**config.mk**
```make
export PLATFORM = sky130hd
export DESIGN_NAME = dcache_mem_arbiter
export DESIGN_NICKNAME = d
export VERILOG_FILES = /design/src/rtl/dcache_mem_arbiter_pkg.sv /design/src/rtl/dcache_mem_arbiter_rr_arbiter2.sv /design/src/rtl/dcache_mem_arbiter.sv
export SDC_FILE = /design/constraint.sdc
export NUM_CORES = 1
export LEC_CHECK = 0
export ABC_AREA = 1
export CORE_MARGIN = 2
export CORE_UTILIZATION = 43
export CTS_CLUSTER_DIAMETER = 100
export DETAILED_ROUTE_END_ITERATION = 6
export GPL_TIMING_DRIVEN = 0
export PLACE_DENSITY = 0.81
export SLEW_MARGIN = 10
export SYNTH_ARGS = -nofsm -noshare
export SYNTH_HDL_FRONTEND = slang
export SYNTH_SLANG_ARGS = --single-unit
```
**constraint.sdc**
```tcl
create_clock -name clk -period 1.6 [get_ports clk]
set_input_delay 0.24 -clock clk [delete_from_list [all_inputs] [get_ports clk]]
set_output_delay 0.24 -clock clk [all_outputs]
set_load 0.1 [all_outputs]
```
**src/rtl/dcache_mem_arbiter_pkg.sv**
```systemverilog
// Shared constants and types for the cache/memory-port arbiter.
package dcache_mem_arbiter_pkg;

  localparam int unsigned WORD        = 32;
  localparam int unsigned ADDR        = 32;
  localparam int unsigned LINE_WORDS  = 4;
  localparam int unsigned CNT_W       = $clog2(LINE_WORDS);
  localparam int unsigned OFFSET_BITS = CNT_W + 2;

  localparam logic [ADDR-1:0] OFFSET_MASK = ADDR'((1 << OFFSET_BITS) - 1);

  typedef enum logic [2:0] {
    ST_IDLE    = 3'd0,
    ST_RD_ADDR = 3'd1,
    ST_RD_DATA = 3'd2,
    ST_WR_ADDR = 3'd3,
    ST_WR_DATA = 3'd4,
    ST_WR_RESP = 3'd5
  } state_e;

  // Captured transaction: line address plus which cache owns a refill
  typedef struct packed {
    logic            sel_d;
    logic [ADDR-1:0] addr;
  } xfer_t;

  function automatic logic [ADDR-1:0] line_align(input logic [ADDR-1:0] a);
    return a & ~OFFSET_MASK;
  endfunction

endpackage

```
**src/rtl/dcache_mem_arbiter_rr_arbiter2.sv**
```systemverilog
// Two-input round-robin picker for the ICache (a) and DCache (b) read requesters.
module dcache_mem_arbiter_rr_arbiter2 (
  input  logic req_a,
  input  logic req_b,
  input  logic last_b,
  output logic gnt_a_c,
  output logic gnt_b_c
);

  // On a tie, b wins unless it was the most recent winner
  always_comb begin
    gnt_b_c = req_b & (~req_a | ~last_b);
    gnt_a_c = req_a & ~gnt_b_c;
  end

endmodule

```
**src/rtl/dcache_mem_arbiter.sv**
```systemverilog
// Shares the single memory port between ICache refills, DCache refills and
// DCache write-backs; one fixed-length burst at a time.
module dcache_mem_arbiter
  import dcache_mem_arbiter_pkg::*;
(
  input  logic                       clk,
  input  logic                       rstn,
  input  logic                       i_rd_req,
  input  logic [ADDR-1:0]            i_rd_addr,
  output logic                       i_rd_gnt,
  output logic                       i_ret_valid,
  input  logic                       d_rd_req,
  input  logic [ADDR-1:0]            d_rd_addr,
  output logic                       d_rd_gnt,
  output logic                       d_ret_valid,
  output logic [WORD-1:0]            ret_data,
  output logic                       ret_last,
  input  logic                       d_wr_req,
  input  logic [ADDR-1:0]            d_wr_addr,
  input  logic [WORD*LINE_WORDS-1:0] d_wr_data,
  output logic                       d_wr_gnt,
  output logic                       d_wr_done,
  output logic                       mem_req,
  output logic                       mem_we,
  output logic [ADDR-1:0]            mem_addr,
  input  logic                       mem_ack,
  output logic                       mem_wvalid,
  output logic [WORD-1:0]            mem_wdata,
  output logic                       mem_wlast,
  input  logic                       mem_wready,
  input  logic                       mem_rvalid,
  input  logic [WORD-1:0]            mem_rdata,
  input  logic                       mem_bvalid,
  output logic                       busy
);

  state_e                              state_q, state_d;
  logic [CNT_W-1:0]                    cnt_q;
  logic                                last_d_q;
  xfer_t                               xfer_q;
  logic [LINE_WORDS-1:0][WORD-1:0]     line_q;

  logic pick_i_c, pick_d_c;
  logic grant_wr_c, grant_rd_c;
  logic cnt_last_c, rd_beat_c, wr_beat_c;

  dcache_mem_arbiter_rr_arbiter2 u_rr (
    .req_a   (i_rd_req),
    .req_b   (d_rd_req),
    .last_b  (last_d_q),
    .gnt_a_c (pick_i_c),
    .gnt_b_c (pick_d_c)
  );

  // Write-back always beats refills so a victim leaves before its line is refetched
  assign grant_wr_c = (state_q == ST_IDLE) & d_wr_req;
  assign grant_rd_c = (state_q == ST_IDLE) & ~d_wr_req & (i_rd_req | d_rd_req);
  assign cnt_last_c = (cnt_q == CNT_W'(LINE_WORDS - 1));
  assign rd_beat_c  = (state_q == ST_RD_DATA) & mem_rvalid;
  assign wr_beat_c  = (state_q == ST_WR_DATA) & mem_wready;

  always_ff @(posedge clk or negedge rstn) begin
    if (!rstn) begin
      state_q <= ST_IDLE;
    end else begin
      state_q <= state_d;
    end
  end

  // Next state and memory-side / return-path outputs
  always_comb begin
    state_d     = state_q;
    busy        = 1'b0;
    mem_req     = 1'b0;
    mem_we      = 1'b0;
    mem_addr    = xfer_q.addr;
    mem_wvalid  = 1'b0;
    mem_wdata   = '0;
    mem_wlast   = 1'b0;
    i_ret_valid = 1'b0;
    d_ret_valid = 1'b0;
    ret_last    = 1'b0;
    ret_data    = mem_rdata;
    case (state_q)
      ST_IDLE: begin
        if (grant_wr_c)      state_d = ST_WR_ADDR;
        else if (grant_rd_c) state_d = ST_RD_ADDR;
      end
      ST_RD_ADDR: begin
        busy    = 1'b1;
        mem_req = 1'b1;
        if (mem_ack) state_d = ST_RD_DATA;
      end
      ST_RD_DATA: begin
        busy        = 1'b1;
        i_ret_valid = mem_rvalid & ~xfer_q.sel_d;
        d_ret_valid = mem_rvalid & xfer_q.sel_d;
        ret_last    = mem_rvalid & cnt_last_c;
        if (mem_rvalid && cnt_last_c) state_d = ST_IDLE;
      end
      ST_WR_ADDR: begin
        busy    = 1'b1;
        mem_req = 1'b1;
        mem_we  = 1'b1;
        if (mem_ack) state_d = ST_WR_DATA;
      end
      ST_WR_DATA: begin
        busy       = 1'b1;
        mem_we     = 1'b1;
        mem_wvalid = 1'b1;
        mem_wdata  = line_q[cnt_q];
        mem_wlast  = cnt_last_c;
        if (mem_wready && cnt_last_c) state_d = ST_WR_RESP;
      end
      ST_WR_RESP: begin
        busy   = 1'b1;
        mem_we = 1'b1;
        if (mem_bvalid) state_d = ST_IDLE;
      end
      default: state_d = ST_IDLE;
    endcase
  end

  // Grant pulses, write-done pulse, capture registers and beat counter
  always_ff @(posedge clk or negedge rstn) begin
    if (!rstn) begin
      i_rd_gnt  <= 1'b0;
      d_rd_gnt  <= 1'b0;
      d_wr_gnt  <= 1'b0;
      d_wr_done <= 1'b0;
      last_d_q  <= 1'b0;
      xfer_q    <= '0;
      line_q    <= '0;
      cnt_q     <= '0;
    end else begin
      i_rd_gnt  <= grant_rd_c & pick_i_c;
      d_rd_gnt  <= grant_rd_c & pick_d_c;
      d_wr_gnt  <= grant_wr_c;
      d_wr_done <= (state_q == ST_WR_RESP) & mem_bvalid;
      if (grant_wr_c) begin
        xfer_q.addr  <= line_align(d_wr_addr);
        xfer_q.sel_d <= 1'b1;
        line_q       <= d_wr_data;
      end else if (grant_rd_c) begin
        xfer_q.addr  <= pick_d_c ? line_align(d_rd_addr) : line_align(i_rd_addr);
        xfer_q.sel_d <= pick_d_c;
        last_d_q     <= pick_d_c;
      end
      if (state_q == ST_IDLE) begin
        cnt_q <= '0;
      end else if (rd_beat_c || wr_beat_c) begin
        cnt_q <= cnt_q + CNT_W'(1);
      end
    end
  end

endmodule

```
==> Word-level counts from Yosys, hierarchy flattened <==
Index checks and enable logic that the tools add are counted.
W data, S select, Z words.
{ "op_classes": {"n_bitwise": 21, "n_lt_le_gt_ge": 1, "add_sub_neg": 1, "n_mux": 24, "n_reduce_logical": 11, "n_eq_ne": 12} }
{ "op_table": {"columns": ["cell", "n"], "rows": [
  ["$mux W32", 3],
  ["$mux W33", 2],
  ["$bmux W32 S2", 1],
  ["$mux W3", 7],
  ["$pmux W3 S6", 1],
  ["$and A1 B1 Y1", 13],
  ["$mux W1", 8],
  ["$eq A3 B2 Y1 const B", 2],
  ["$eq A3 B3 Y1 const B", 2],
  ["$ne A2 B2 Y1 const B", 3],
  ["$not A1 Y1", 6],
  ["$reduce_and A6 Y1", 1],
  ["$reduce_or A5 Y1", 1],
  ["$mux W2", 2],
  ["$ne A2 B1 Y1 const B", 2],
  ["$reduce_bool A2 Y1", 2],
  ["$eq A3 B1 Y1 const B", 1],
  ["$logic_not A3 Y1", 1],
  ["$lt A2 B3 Y1 const B", 1],
  ["$ne A3 B3 Y1 const B", 1],
  ["$reduce_or A3 Y1", 1],
  ["$add A2 B1 Y2 const B", 1],
  ["$eq A2 B2 Y1 const B", 1],
  ["$logic_and A1 B1 Y1", 2],
  ["4 further kinds", 5]
]} }
{ "totals": {"input_bits": 265, "out_inout_bits": 108, "wordCells": 83, "reg_bits": 171} }

==> Depth between registers and ports, before layout <==
{ "depth": {"depth_word": 6, "mapped_depth": 10, "mapped_depth_nobuf": 8} }

==> Cells and area by module <==
A second synthesis with hierarchy kept.
{ "hier_totals": {"hier_cells": 1182, "hier_area_um2": 8804.7} }
{ "modules_own_cells": {"columns": ["module", "cells_each", "area_per_inst_um2", "instances"], "rows": [
  ["dcache_mem_arbiter", 1178, 8777.2, 1],
  ["dcache_mem_arbiter_rr_arbiter2", 4, 27.5, 1]
]} }

==> Worst setup path after synthesis <==
OpenSTA, ideal clock, no wires.
{ "synth_path": {"path_type": "reg-to-output", "start": "register state_q[0]", "end": "output mem_wdata[0]", "path_buffers": 1, "required_ns": 1.360, "stages_incl_launch_ff": 5, "arrival_ns": 2.484, "setup_slack_ns": -1.124, "path_cell_list": "dfrtp_1 -> nor2_2 -> nand2_1 -> clkbuf_1 -> a21oi_1"} }
{ "synth_between": {"elab_chain_cells": 2} }
{ "synth_lines": {"columns": ["element", "line", "text"], "rows": [
  ["from (decl)", "dcache_mem_arbiter.sv:37", "state_e state_q, state_d;"],
  ["from (signal assigned)", "dcache_mem_arbiter.sv:66", "state_q <= state_d;"],
  ["$eq A3 B3 Y1", "dcache_mem_arbiter.sv:84", "case (state_q)"],
  ["$mux W32", "dcache_mem_arbiter.sv:84", null],
  ["to (decl)", "dcache_mem_arbiter.sv:28", "output logic [WORD-1:0] mem_wdata,"]
]} }
No other way between the ends.

==> Final worst setup path <==
{ "layout_path": {"start": "register cnt_q[1]", "end": "output mem_wdata[27]"} }
{ "layout_between": {"elab_chain_cells": 3} }
{ "layout_lines": {"columns": ["element", "line", "text"], "rows": [
  ["from (decl)", "dcache_mem_arbiter.sv:38", "logic [CNT_W-1:0] cnt_q;"],
  ["from (signal assigned)", "dcache_mem_arbiter.sv:152", "cnt_q <= cnt_q + CNT_W'(1);"],
  ["$bmux W32 S2", "dcache_mem_arbiter.sv:111", "mem_wdata = line_q[cnt_q];"],
  ["$mux W32 (implied by the code)", "dcache_mem_arbiter.sv:111", null],
  ["$mux W32", "dcache_mem_arbiter.sv:84", null]
]} }
No other way between the ends. The select of a mux whose other input is x is not followed.

==> results.cfg <==
[timing]
fin_ws_ns = -0.822
fin_skew_ns = 0.0135
drv_slew = 0
fin_crit_ns = 2.42
rsz0062_at_grt = yes
finalHoldViolations = 0
fmax_mhz = 413
setup_viol = 201
tightest_slew_ns = 0.999
slew_headroom_pct = 33.3
period_share_pct = 151

[routing]
drtIter0Drc = 815
routedWlPerCell_um = 26.5
vias = 10900
dr.pass1.iters = 7
drt-total-wl_um = 49200
ant_nets = 0
drc = 0
via_per_inst = 5.88

[power]
p_seq_share_pct = 21.0
p_per_area_nw_per_um2 = 2090
ir_worst_vdd_uv = 1410
clkPwrFrac_pct = 11.8
switching_share_pct = 51.8
total_switching_power_w = 0.0194
p_int_w = 0.0181
combinationalPowerShare_pct = 67.2
power.leakage_nw = 8.63

[finish]
register_area_um2 = 4180
areaGrowthSynthToFinish_pct = 106
multi_input_area_um2 = 5800
layout_commonest_cell = clkdlybuf4s50_1
fin_nets = 1842
drive_above_1_share_pct = 50.0
fin_cells = 1855
fin_util_pct = 91.2
layout_common_cells = clkdlybuf4s50_1, nand2_1, dfrtp_1
fill_cells = 696
stdcell_area_um2 = 17900

[worst_hold_path]
hold_class = primary input to register

[worst_setup_path]
cp_common_cell = buf_8
crit_path_top_delay_cell = dfrtp_1
crit_chain = buf_8, inv_4, buf_8, a21oi_1, o21ai_1, a21oi_4, buf_12
required_ns = 1.36
endpoint_kind = output port
critPathMaxFanout = 10
rrSetupSlack_ns = -0.43
worst_setup_path_start_kind = register
critPathKind = register to output port
arrival_ns = 2.18
cpPeakStageDelay_ns = 0.43

[placed_design]
io_buffers = 324
placed_area_um2 = 12900
globalplace.congestion = 0.886
pre_cts_ws_ns = -1.23
dp_hpwl_um = 22400
dp.cells = 1744

[floorplan]
dieArea_um2 = 21300
initial_core_util_pct = 44.2
die_height_um = 146
fp.dieW_um = 146
core_um2 = 19600
io_pins = 373
num_rows = 51

[global_route]
first_global_vias = 9798
antenna_found_initial = 1
grt.overflow.total = 0
grt_start_max_net_pins = 91
gr-usage-all-layers_pct = 31.4
grt_pass1_wl_um = 52300

[yosys]
seq_area_frac_synth_pct = 48.3
ys_seq_elements = 167
avgSynthCellArea_um2 = 7.52
synthDistinctLibCells = 22
synthCells = 1151
synth.cell_area_um2 = 8650
ys_warn_count = 0

[clocking]
cts_tree = built
clockBufferDepth = 2
cts_buffers = 17
numClockSinks = 167
h-tree-depth = 4
cts-root-buf = clkbuf_16
clock_latency_ns = 0.45
clkTransAtPathRegs_ns = 0.07

[flow_run]
maxCapViolations = 0

[outcome]
status = complete, but fails checks
violations = setup timing
[stage by stage]
stage          hold WS (ns)  power [W]   TNS, ns
6_report              0.342     0.0374    -49.51
5_1_grt               0.357     0.0383    -55.61
4_1_cts               0.323     0.0295    -59.74
3_5_place_dp          0.301     0.0222    -71.79
3_3_place_gp          0.456     0.0219  -1190.31
2_1_floorplan       -0.0556     0.0183     -8.58
[timing repair]
| action | in CTS | in global routing |
|---|---|---|
| setup buffers | 24 | 35 |
| cloned | 11 | 26 |
| pin swaps | 41 | 119 |
| setup endpoints to repair | 246 | 240 |
| hold endpoints to repair | 89 | 0 |
| hold buffers | 1 | 0 |
| gates resized for setup | 792 | 651 |
[final cells by class]
cell class	instances	area share, %
Clock buffer	18	2.46
Sequential cell	167	23.4
Timing Repair Buffer	411	28.3
Clock inverter	14	0.911
Antenna cell	1	0.0140
Buffer	126	8.11
Multi-Input combinational cell	744	32.5
Tap cell	265	1.86
Inverter	109	2.49
[power by group through the flow]
stage / clock network (W) / registers [W] / logic [W]
6_report: 0.00441 / 0.00788 / 0.0251
3_5_place_dp: 0 / 0.00717 / 0.0150
5_1_grt: 0.00452 / 0.00795 / 0.0259
3_3_place_gp: 0 / 0.00712 / 0.0148
4_1_cts: 0.00428 / 0.00723 / 0.0180
2_1_floorplan: 0 / 0.00704 / 0.0112
[critical path, delay by kind of cell, from the launching register on]
kind	cells	cell delay (ns)
buffers and inverters	4	0.61
AO/OA/AOI/OAI	3	0.70
flip-flops	1	0.43
[worst paths after layout]
| path | startpoint | end | cells after the start |
|---|---|---|---|
| setup / recovery | cnt_q[1] | mem_wdata[27] | 7 |
| min in group asynchronous | rstn | line_q[60] | 2 |
| hold reg to reg | mem_addr[22] | mem_addr[22] | 2 |
| hold / removal | d_wr_data[108] | line_q[108] | 3 |
| max in group asynchronous | rstn | state_q[0] | 3 |
| setup reg to reg | state_q[1] | line_q[85] | 12 |
[flip-flops by register name, indices dropped and copies added, names as in the netlist]
register,cells
cnt_q,2
d_rd_gnt,1
d_wr_done,1
d_wr_gnt,1
i_rd_gnt,1
last_d_q,1
line_q,128
mem_addr,28
state_q,3
xfer_q,1
[layer usage]
| metal | vias up | GRT usage [%] | wire [um] |
|---|---|---|---|
| li1 | 4436 | - | - |
| met1 | 5241 | 34.8 | 15900 |
| met2 | 903 | 55.7 | 23900 |
| met3 | 324 | 9.50 | 5350 |
| met4 | 0 | 13.3 | 4080 |
| met5 | - | 0 | 0 |
[synth_stat cells, drive strengths merged]
library cell | n | share of area [%]
inv | 109 | 4.7
o211ai | 1 | 0.087
buf | 116 | 9.3
clkbuf | 18 | 0.78
nand3 | 68 | 3.9
ha | 1 | 0.14
dfrtp | 167 | 48
conb | 1 | 0.043
a21oi | 98 | 5.7
o21ai | 133 | 7.7
nand4 | 2 | 0.14
nor2 | 16 | 0.81
nand2 | 421 | 18
[cells by family after synthesis]
logic type	after synthesis	share of synthesized area [%]
and+or+nand+nor	507	23.2
buffers and inverters	243	14.8
AOI/OAI and AO/OA	232	13.5
DFF	167	48.3
adders and majority gates	1	0.145
other	1	0.0433
Note: power is estimated with default switching activity, not from simulation.
